$ cat src/rtl/serial_alu_if.sv
// Handshake and operand/result bundle for the bit-serial ALU.
// The master issues operations; the slave (the ALU) returns registered results and flags.
interface serial_alu_if #(
  parameter int WIDTH = 32
);
  logic             start;
  logic [WIDTH-1:0] a;
  logic [WIDTH-1:0] b;
  logic [3:0]       ALUOp;
  logic [WIDTH-1:0] result;
  logic             zero;
  logic             carry_out;
  logic             overflow;
  logic             illegal;
  logic             busy;
  logic             done;

  modport master (
    output start, a, b, ALUOp,
    input  result, zero, carry_out, overflow, illegal, busy, done
  );

  modport slave (
    input  start, a, b, ALUOp,
    output result, zero, carry_out, overflow, illegal, busy, done
  );
endinterface

$ cat src/rtl/serial_alu.sv
// Bit-serial N-bit ALU: one result bit per clock, LSB first, carry threaded between cycles.
// Results and flags are published only on completion and held until the next completion.
//
// state  | meaning
// S_IDLE | waiting for start, outputs hold last completed result
// S_RUN  | shifting one bit per cycle, busy high
// S_DONE | one-cycle completion strobe; start here issues back-to-back
module serial_alu #(
  parameter int WIDTH = 32
) (
  input  logic        clk,
  input  logic        rst_n,
  serial_alu_if.slave bus
);

  localparam int CW = (WIDTH > 1) ? $clog2(WIDTH) : 1;

  localparam logic [3:0] OP_AND = 4'b0000;
  localparam logic [3:0] OP_OR  = 4'b0001;
  localparam logic [3:0] OP_ADD = 4'b0010;
  localparam logic [3:0] OP_SUB = 4'b0110;
  localparam logic [3:0] OP_NOR = 4'b1100;

  typedef enum logic [1:0] {
    S_IDLE = 2'd0,
    S_RUN  = 2'd1,
    S_DONE = 2'd2
  } state_t;

  state_t           state_q;
  logic [CW-1:0]    cnt_q;
  logic [WIDTH-1:0] a_sh_q;
  logic [WIDTH-1:0] b_sh_q;
  logic [WIDTH-1:0] res_sh_q;
  logic [3:0]       op_q;
  logic             carry_q;
  logic [WIDTH-1:0] result_q;
  logic             zero_q;
  logic             cout_q;
  logic             ovf_q;
  logic             ill_q;
  logic             busy_q;
  logic             done_q;

  logic             accept;
  logic             last;
  logic             is_arith;
  logic             is_legal;
  logic             a0;
  logic             b0;
  logic             bit_d;
  logic             cout_d;
  logic [WIDTH-1:0] res_d;

  always_comb begin
    accept   = bus.start && (state_q == S_IDLE || state_q == S_DONE);
    last     = (cnt_q == CW'(WIDTH - 1));
    is_arith = (op_q == OP_ADD) || (op_q == OP_SUB);
    is_legal = is_arith || (op_q == OP_AND) || (op_q == OP_OR) || (op_q == OP_NOR);
    a0       = a_sh_q[0];
    b0       = b_sh_q[0];
    cout_d   = (a0 & b0) | (carry_q & (a0 ^ b0));
    bit_d    = 1'b0;
    case (op_q)
      OP_AND:         bit_d = a0 & b0;
      OP_OR:          bit_d = a0 | b0;
      OP_NOR:         bit_d = ~(a0 | b0);
      OP_ADD, OP_SUB: bit_d = a0 ^ b0 ^ carry_q;
      default:        bit_d = 1'b0;
    endcase
    res_d = {bit_d, res_sh_q[WIDTH-1:1]};
  end

  always_ff @(posedge clk) begin
    if (!rst_n) begin
      state_q  <= S_IDLE;
      cnt_q    <= '0;
      a_sh_q   <= '0;
      b_sh_q   <= '0;
      res_sh_q <= '0;
      op_q     <= '0;
      carry_q  <= 1'b0;
      result_q <= '0;
      zero_q   <= 1'b0;
      cout_q   <= 1'b0;
      ovf_q    <= 1'b0;
      ill_q    <= 1'b0;
      busy_q   <= 1'b0;
      done_q   <= 1'b0;
    end else begin
      done_q <= 1'b0;
      case (state_q)
        S_IDLE, S_DONE: begin
          if (accept) begin
            state_q  <= S_RUN;
            busy_q   <= 1'b1;
            cnt_q    <= '0;
            a_sh_q   <= bus.a;
            // Subtraction is A + ~B + 1: invert B once here and seed the carry with 1.
            b_sh_q   <= (bus.ALUOp == OP_SUB) ? ~bus.b : bus.b;
            carry_q  <= (bus.ALUOp == OP_SUB);
            op_q     <= bus.ALUOp;
            res_sh_q <= '0;
          end else begin
            state_q <= S_IDLE;
          end
        end
        S_RUN: begin
          a_sh_q   <= a_sh_q >> 1;
          b_sh_q   <= b_sh_q >> 1;
          res_sh_q <= res_d;
          carry_q  <= cout_d;
          if (last) begin
            state_q <= S_DONE;
            busy_q  <= 1'b0;
            done_q  <= 1'b1;
            if (is_legal) begin
              result_q <= res_d;
              zero_q   <= (res_d == '0);
              cout_q   <= is_arith & cout_d;
              // carry_q still holds the carry into the MSB at this point
              ovf_q    <= is_arith & (carry_q ^ cout_d);
              ill_q    <= 1'b0;
            end else begin
              result_q <= '0;
              zero_q   <= 1'b1;
              cout_q   <= 1'b0;
              ovf_q    <= 1'b0;
              ill_q    <= 1'b1;
            end
          end else begin
            cnt_q <= cnt_q + CW'(1);
          end
        end
        default: begin
          state_q <= S_IDLE;
          busy_q  <= 1'b0;
        end
      endcase
    end
  end

  assign bus.result    = result_q;
  assign bus.zero      = zero_q;
  assign bus.carry_out = cout_q;
  assign bus.overflow  = ovf_q;
  assign bus.illegal   = ill_q;
  assign bus.busy      = busy_q;
  assign bus.done      = done_q;

endmodule

$ cat src/flat_wrapper.sv
// flat-port wrapper written by rule: the top's interface ports become plain ports
module serial_alu_flat 
#(
  parameter int WIDTH = 32
)
  (clk, rst_n, bus_start, bus_a, bus_b, bus_ALUOp, bus_result, bus_zero, bus_carry_out, bus_overflow, bus_illegal, bus_busy, bus_done);
  serial_alu_if #(.WIDTH(WIDTH)) bus_i ();
  input  logic clk;
  input  logic rst_n;
  input wire logic [$bits(bus_i.start)-1:0] bus_start;
  input wire logic [$bits(bus_i.a)-1:0] bus_a;
  input wire logic [$bits(bus_i.b)-1:0] bus_b;
  input wire logic [$bits(bus_i.ALUOp)-1:0] bus_ALUOp;
  output wire logic [$bits(bus_i.result)-1:0] bus_result;
  output wire logic [$bits(bus_i.zero)-1:0] bus_zero;
  output wire logic [$bits(bus_i.carry_out)-1:0] bus_carry_out;
  output wire logic [$bits(bus_i.overflow)-1:0] bus_overflow;
  output wire logic [$bits(bus_i.illegal)-1:0] bus_illegal;
  output wire logic [$bits(bus_i.busy)-1:0] bus_busy;
  output wire logic [$bits(bus_i.done)-1:0] bus_done;
  assign bus_i.start = bus_start;
  assign bus_i.a = bus_a;
  assign bus_i.b = bus_b;
  assign bus_i.ALUOp = bus_ALUOp;
  assign bus_result = bus_i.result;
  assign bus_zero = bus_i.zero;
  assign bus_carry_out = bus_i.carry_out;
  assign bus_overflow = bus_i.overflow;
  assign bus_illegal = bus_i.illegal;
  assign bus_busy = bus_i.busy;
  assign bus_done = bus_i.done;
  serial_alu #(.WIDTH(WIDTH)) u_core (.clk(clk), .rst_n(rst_n), .bus(bus_i));
endmodule
$ cat config.mk
export PLATFORM = sky130hd
export DESIGN_NAME = serial_alu_flat
export DESIGN_NICKNAME = d
export VERILOG_FILES = /design/src/rtl/serial_alu_if.sv /design/src/rtl/serial_alu.sv /design/src/flat_wrapper.sv
export SDC_FILE = /design/constraint.sdc
export NUM_CORES = 1
export LEC_CHECK = 0
export CAP_MARGIN = 20
export CORE_AREA = 2 2 132 134
export CTS_BUF_LIST = sky130_fd_sc_hd__clkbuf_8 sky130_fd_sc_hd__clkbuf_16
export DETAILED_ROUTE_END_ITERATION = 10
export DIE_AREA = 0 0 134 136
export PLACE_DENSITY = 0.63
export SYNTH_ARGS = -nofsm -noshare
export SYNTH_HDL_FRONTEND = slang
export SYNTH_SLANG_ARGS = --single-unit
$ cat constraint.sdc
create_clock -name clk -period 2.7 [get_ports clk]
set_input_delay 0.405 -clock clk [delete_from_list [all_inputs] [get_ports clk]]
set_output_delay 0.405 -clock clk [all_outputs]
set_load 0.02 [all_outputs]
After elaboration in Yosys (flattened, before gate mapping)
Cells that the tools add are included.

Bits in registers: 146. Input bits: 71. Output and inout port bits: 38. Word-level logic and storage cells: 80.

Add/sub/neg operators: 1. Equality and inequality tests: 11. Mux-type cells: 25. Bitwise operators: 11. Reductions and logical operators: 18.

Operators with widths (number): $pmux W32 S2 (3); $mux W32 (5); $logic_not A32 Y1 (1); $not A32 Y32 (1); $mux W5 (2); $pmux W5 S2 (1); $reduce_and A2 Y1 (5); $mux W1 (9); $eq A4 B3 Y1 const B (2); $add A5 B1 Y5 const B (1); $eq A5 B5 Y1 const B (1); $logic_or A1 B1 Y1 (5); $and A1 B1 Y1 (4); $eq A4 B1 Y1 const B (1); $eq A4 B2 Y1 const B (1); $eq A4 B4 Y1 const B (1); $logic_not A4 Y1 (1); $ne A2 B1 Y1 const B (2); $pmux W1 S2 (2); $pmux W1 S4 (1); $pmux W2 S2 (1); $reduce_or A2 Y1 (2); $reduce_and A3 Y1 (1); $xor A1 B1 Y1 (3); other kinds (9) (10).

Logic depth before layout (Yosys ltp)
Word-level depth: 6. Depth in mapped cells: 8. Depth with buffers taken out: 7.

Worst setup path after synthesis
OpenSTA, ideal clock, no wires.

Path kind: flip-flop to flip-flop. Start: register u_core.cnt_q[0]. End: register u_core.zero_q (netlist: u_core.bus.zero). Setup time: 0.096 ns. Data arrival time: 1.707 ns. Required time: 2.604 ns. Path slack: 0.898 ns. Stages on the path, launching flop included: 9. Buffers on the path: 1. Period minus slack after synthesis: 1.802 ns. Cell sequence: dfxtp_1 > ha_1 > and3_1 > ha_1 > and3b_1 > buf_4 > nand3_1 > or3_1 > o41ai_2.

Cells in the longest elaborated chain, start to end: 2.

RTL lines: from (decl) (RTL line serial_alu.sv:31) `logic [CW-1:0] cnt_q;`; from (signal assigned) (RTL line serial_alu.sv:132) `cnt_q <= cnt_q + CW'(1);`; $eq A5 B5 Y1 (RTL line serial_alu.sv:57) `last = (cnt_q == CW'(WIDTH - 1));`; net u_core.last (RTL line serial_alu.sv:46) `logic last;`; $reduce_and A2 Y1 (no source line); to (signal assigned) (RTL line serial_alu.sv:119) `zero_q <= (res_d == '0);`; to (decl) (RTL line serial_alu.sv:38) `logic zero_q;`.

The timed path passes the listed nets, and every way through them passes these cells. A chain may end at the register's enable or synchronous reset.

Worst setup path after layout
Start: register u_core.cnt_q[0]. End: register u_core.result_q[31] (netlist: u_core.bus.result[31]).

Cells in the longest elaborated chain, start to end: 2.

RTL lines: $eq A5 B5 Y1 (RTL line serial_alu.sv:57); net u_core.last (RTL line serial_alu.sv:46); $reduce_and A2 Y1 (no source line); to (signal assigned) (RTL line serial_alu.sv:118) `result_q <= res_d;`; to (decl) (RTL line serial_alu.sv:37) `logic [WIDTH-1:0] result_q;`.

The timed path passes the listed nets, and every way through them passes these cells.

==> results.cfg <==
[die]
die_area_um2 = 18220
die_y_um = 136
ios = 109
row_count = 48
initial_core_util = 0.3648
die_x_um = 134
coreArea_um2 = 16880

[pwr]
p_sw_mw = 1.271
p_int_mw = 3.905
power_frac_comb = 0.101
p_per_area_nw_per_um2 = 648.4
cellLeakagePower_nw = 2.927
ir_worst_vdd_v = 0.0004632
p_sw_frac = 0.2455
p_seq_frac = 0.442
clockPowerShare = 0.456

[cells_and_area]
layout-area-overhead-vs-synth_pct = 29.67
stdcell_area_um2 = 7983
drive_gt1_frac = 0.07587
diodes = 0
multi_input_area_um2 = 2952
fin_nets = 867
regArea_um2 = 2903
fill_cells = 1617
instances_no_fill = 1029

[outcome]
status = completed

[sta]
min_period_over_period = 0.7702
whs_ns = 0.4480
rsz0062_at_grt = no
setup_tns_ns = 0
hold_viol = 0
slew_headroom = 0.5974
slew_violations = 0
fin_skew_ns = 0.007872
setup_viol = 0
tightest_slew_ns = 0.6038
fin_crit_ns = 2.080
fmaxAchievable_mhz = 480.8

[drt]
wl_per_cell_um = 14.36
drc = 0
vias = 5228
drt-initial-drc-count = 296
via_per_inst = 5.081
drt_wl_total_um = 14770
ant_nets = 0
dr.pass1.iters = 6

[global_routing]
grt_max_degree = 81
grt-ovfl-total = 0
grt_pass1_wl_um = 24760
grt_pass1_vias = 4864
grt.total_usage = 0.1686
antenna_found_initial = 0

[worst_setup_path]
cp_slowest_cell = dfxtp_1
worstPathArrival_ns = 2.38
ff2ff_path_depth = 7
r2r_setup_slack_ns = 0.62
r2r-start = u_core.cnt_q[0]
worstPathRequired_ns = 3.00
cpPeakStageDelay_ns = 0.38
cp-start-kind = flop
crit_chain = ha_1 > and3_1 > ha_1 > nand3b_1 > buf_4 > nor3_1 > nor3_2
crit_path_end_kind = flop
worstPathMaxFanout = 35
r2r_end = u_core.bus.result[31]
cp_common_cell = ha_1
crit_type = reg -> reg

[synth]
yosys_warnings = 0
async_reset_ff_frac = 0
ys.flop_type = dfxtp_1
synth-edff-count = 0
syn_nets = 788
synth_seq_cells = 145
ys_types = 46
yosysMostFrequentCell = dfxtp_1
synthCells = 712
synthTopCellsByArea = dfxtp_1, nand2_1, nand3_1
synth_top_area_frac = 0.4715
seq_area_frac_synth = 0.4715
avgSynthCellArea_um2 = 8.646
netlist_area_um2 = 6156
synth_commonest_cells = dfxtp_1, nand2_1, nor2_1
synth_top_cell_by_area = dfxtp_1

[run]
cap_violations = 0

[placement]
dpl-instance-area_um2 = 7383
hpwl_um = 9276
dp_cells = 997
gp_congestion = 0.7808
portBuffers = 108

[clock_tree]
holdBufCountCts = 0
cts_sinks = 145
cts-root-buf = clkbuf_16
clkTransAtPathRegs_ns = 0.06
clk_latency_ns = 0.42
postCtsSetupRepairBufs = 0
h-tree-depth = 4
ctsResizeCount = 0
cts-buffers-inserted = 17
clock_path_buffers = 2
tritoncts = built

[min_path]
min_path_cells = 2
hold_end = u_core.bus.result[1]
hold_class = reg -> reg
hp-start = u_core.bus.result[1]
-- logic make-up (layout without fill, tap and decap cells) --
kind of cell	Yosys count	count (layout)	share of synthesized area
DFF	145	145	0.4715
adders and majority gates	5	5	0.01138
muxes	31	31	0.05041
buffers and inverters	67	159	0.05183
and+or+nand+nor	283	283	0.2059
xor gates and xnor gates	35	35	0.04980
AOI/OAI and AO/OA	146	146	0.1591
-- metrics by stage --
stage            util  setup WS, ns  power [mW]
2_1_floorplan       -        0.8976       2.663
3_3_place_gp   0.4375        0.5193       2.859
3_5_place_dp   0.4375        0.5157       2.864
4_1_cts        0.4730        0.5916       5.243
5_1_grt        0.4730        0.4158       5.410
6_report       0.4730        0.6203       5.176
-- area by class of cell --
cell class	instances	area share
multi-input cells	500	0.3697
flip-flops and latches	145	0.3636
repair buffers	123	0.1542
clock inverters	12	0.01661
inverters	4	0.002038
well taps	225	0.03527
clock buffers	20	0.05846
-- power groups by stage --
stage	sequential [mW]	combinational, mW	clock, mW
floorplan	2.32	0.342	0
global placement	2.33	0.525	0
detailed placement	2.33	0.530	0
CTS	2.29	0.532	2.42
global route	2.30	0.585	2.53
finish	2.29	0.525	2.36
-- worst max-delay path by stage --
stage                     from                     to  slack [ns]
6_report       u_core.cnt_q[0]  u_core.bus.result[31]        0.62
4_1_cts        u_core.cnt_q[0]  u_core.bus.result[31]        0.59
3_3_place_gp         bus_start         u_core.carry_q        0.52
3_5_place_dp      bus_ALUOp[2]      u_core.b_sh_q[30]        0.52
2_1_floorplan  u_core.cnt_q[0]        u_core.bus.zero        0.90
5_1_grt        u_core.cnt_q[0]    u_core.bus.overflow        0.42
-- flip-flops by register name, indices dropped and copies added, names as in the netlist --
register / flops
u_core.a_sh_q: 32
u_core.b_sh_q: 32
u_core.bus.busy: 1
u_core.bus.carry_out: 1
u_core.bus.done: 1
u_core.bus.illegal: 1
u_core.bus.overflow: 1
u_core.bus.result: 32
u_core.bus.zero: 1
u_core.carry_q: 1
u_core.cnt_q: 5
u_core.op_q: 4
u_core.res_sh_q: 31
u_core.state_q: 2
-- per-layer routing --
| metal | vias to the layer above | GRT usage | wire length (um) |
|---|---|---|---|
| li1 | 2655 | - | - |
| met5 | - | 0 | 0 |
| met4 | 0 | 0.05615 | 195 |
| met3 | 12 | 0.04810 | 724 |
| met1 | 2461 | 0.2249 | 7234 |
| met2 | 100 | 0.2624 | 6619 |
-- worst max-delay path: cells and delay by family (launching register included) --
kind | cells | cell delay, ns
AND/OR/NAND/NOR | 4 | 0.79
adder cells (fa/ha/maj) | 2 | 0.45
flip-flops | 1 | 0.38
buffers and inverters | 1 | 0.34
-- layout by cell type, fill, tap and decap left out, types with 3 or more instances in the layout --
| cell type | instances |
|---|---|
| dfxtp_1 | 145 |
| nand2_1 | 109 |
| clkdlybuf4s50_1 | 108 |
| nor2_1 | 76 |
| nand3_1 | 63 |
| a21oi_1 | 39 |
| xor2_1 | 35 |
| a22oi_1 | 35 |
| a311oi_1 | 32 |
| mux2i_1 | 31 |
| o21ai_1 | 25 |
| clkbuf_16 | 17 |
| buf_4 | 12 |
| o21ai_0 | 9 |
| nor4_1 | 8 |
| inv_1 | 4 |
| ha_1 | 4 |
| clkinv_4 | 4 |
| nand3b_1 | 3 |
| clkinv_2 | 3 |
| nor3_1 | 3 |
| clkbuf_8 | 3 |
| buf_12 | 3 |
No activity file was read; power rests on OpenSTA's default activity.
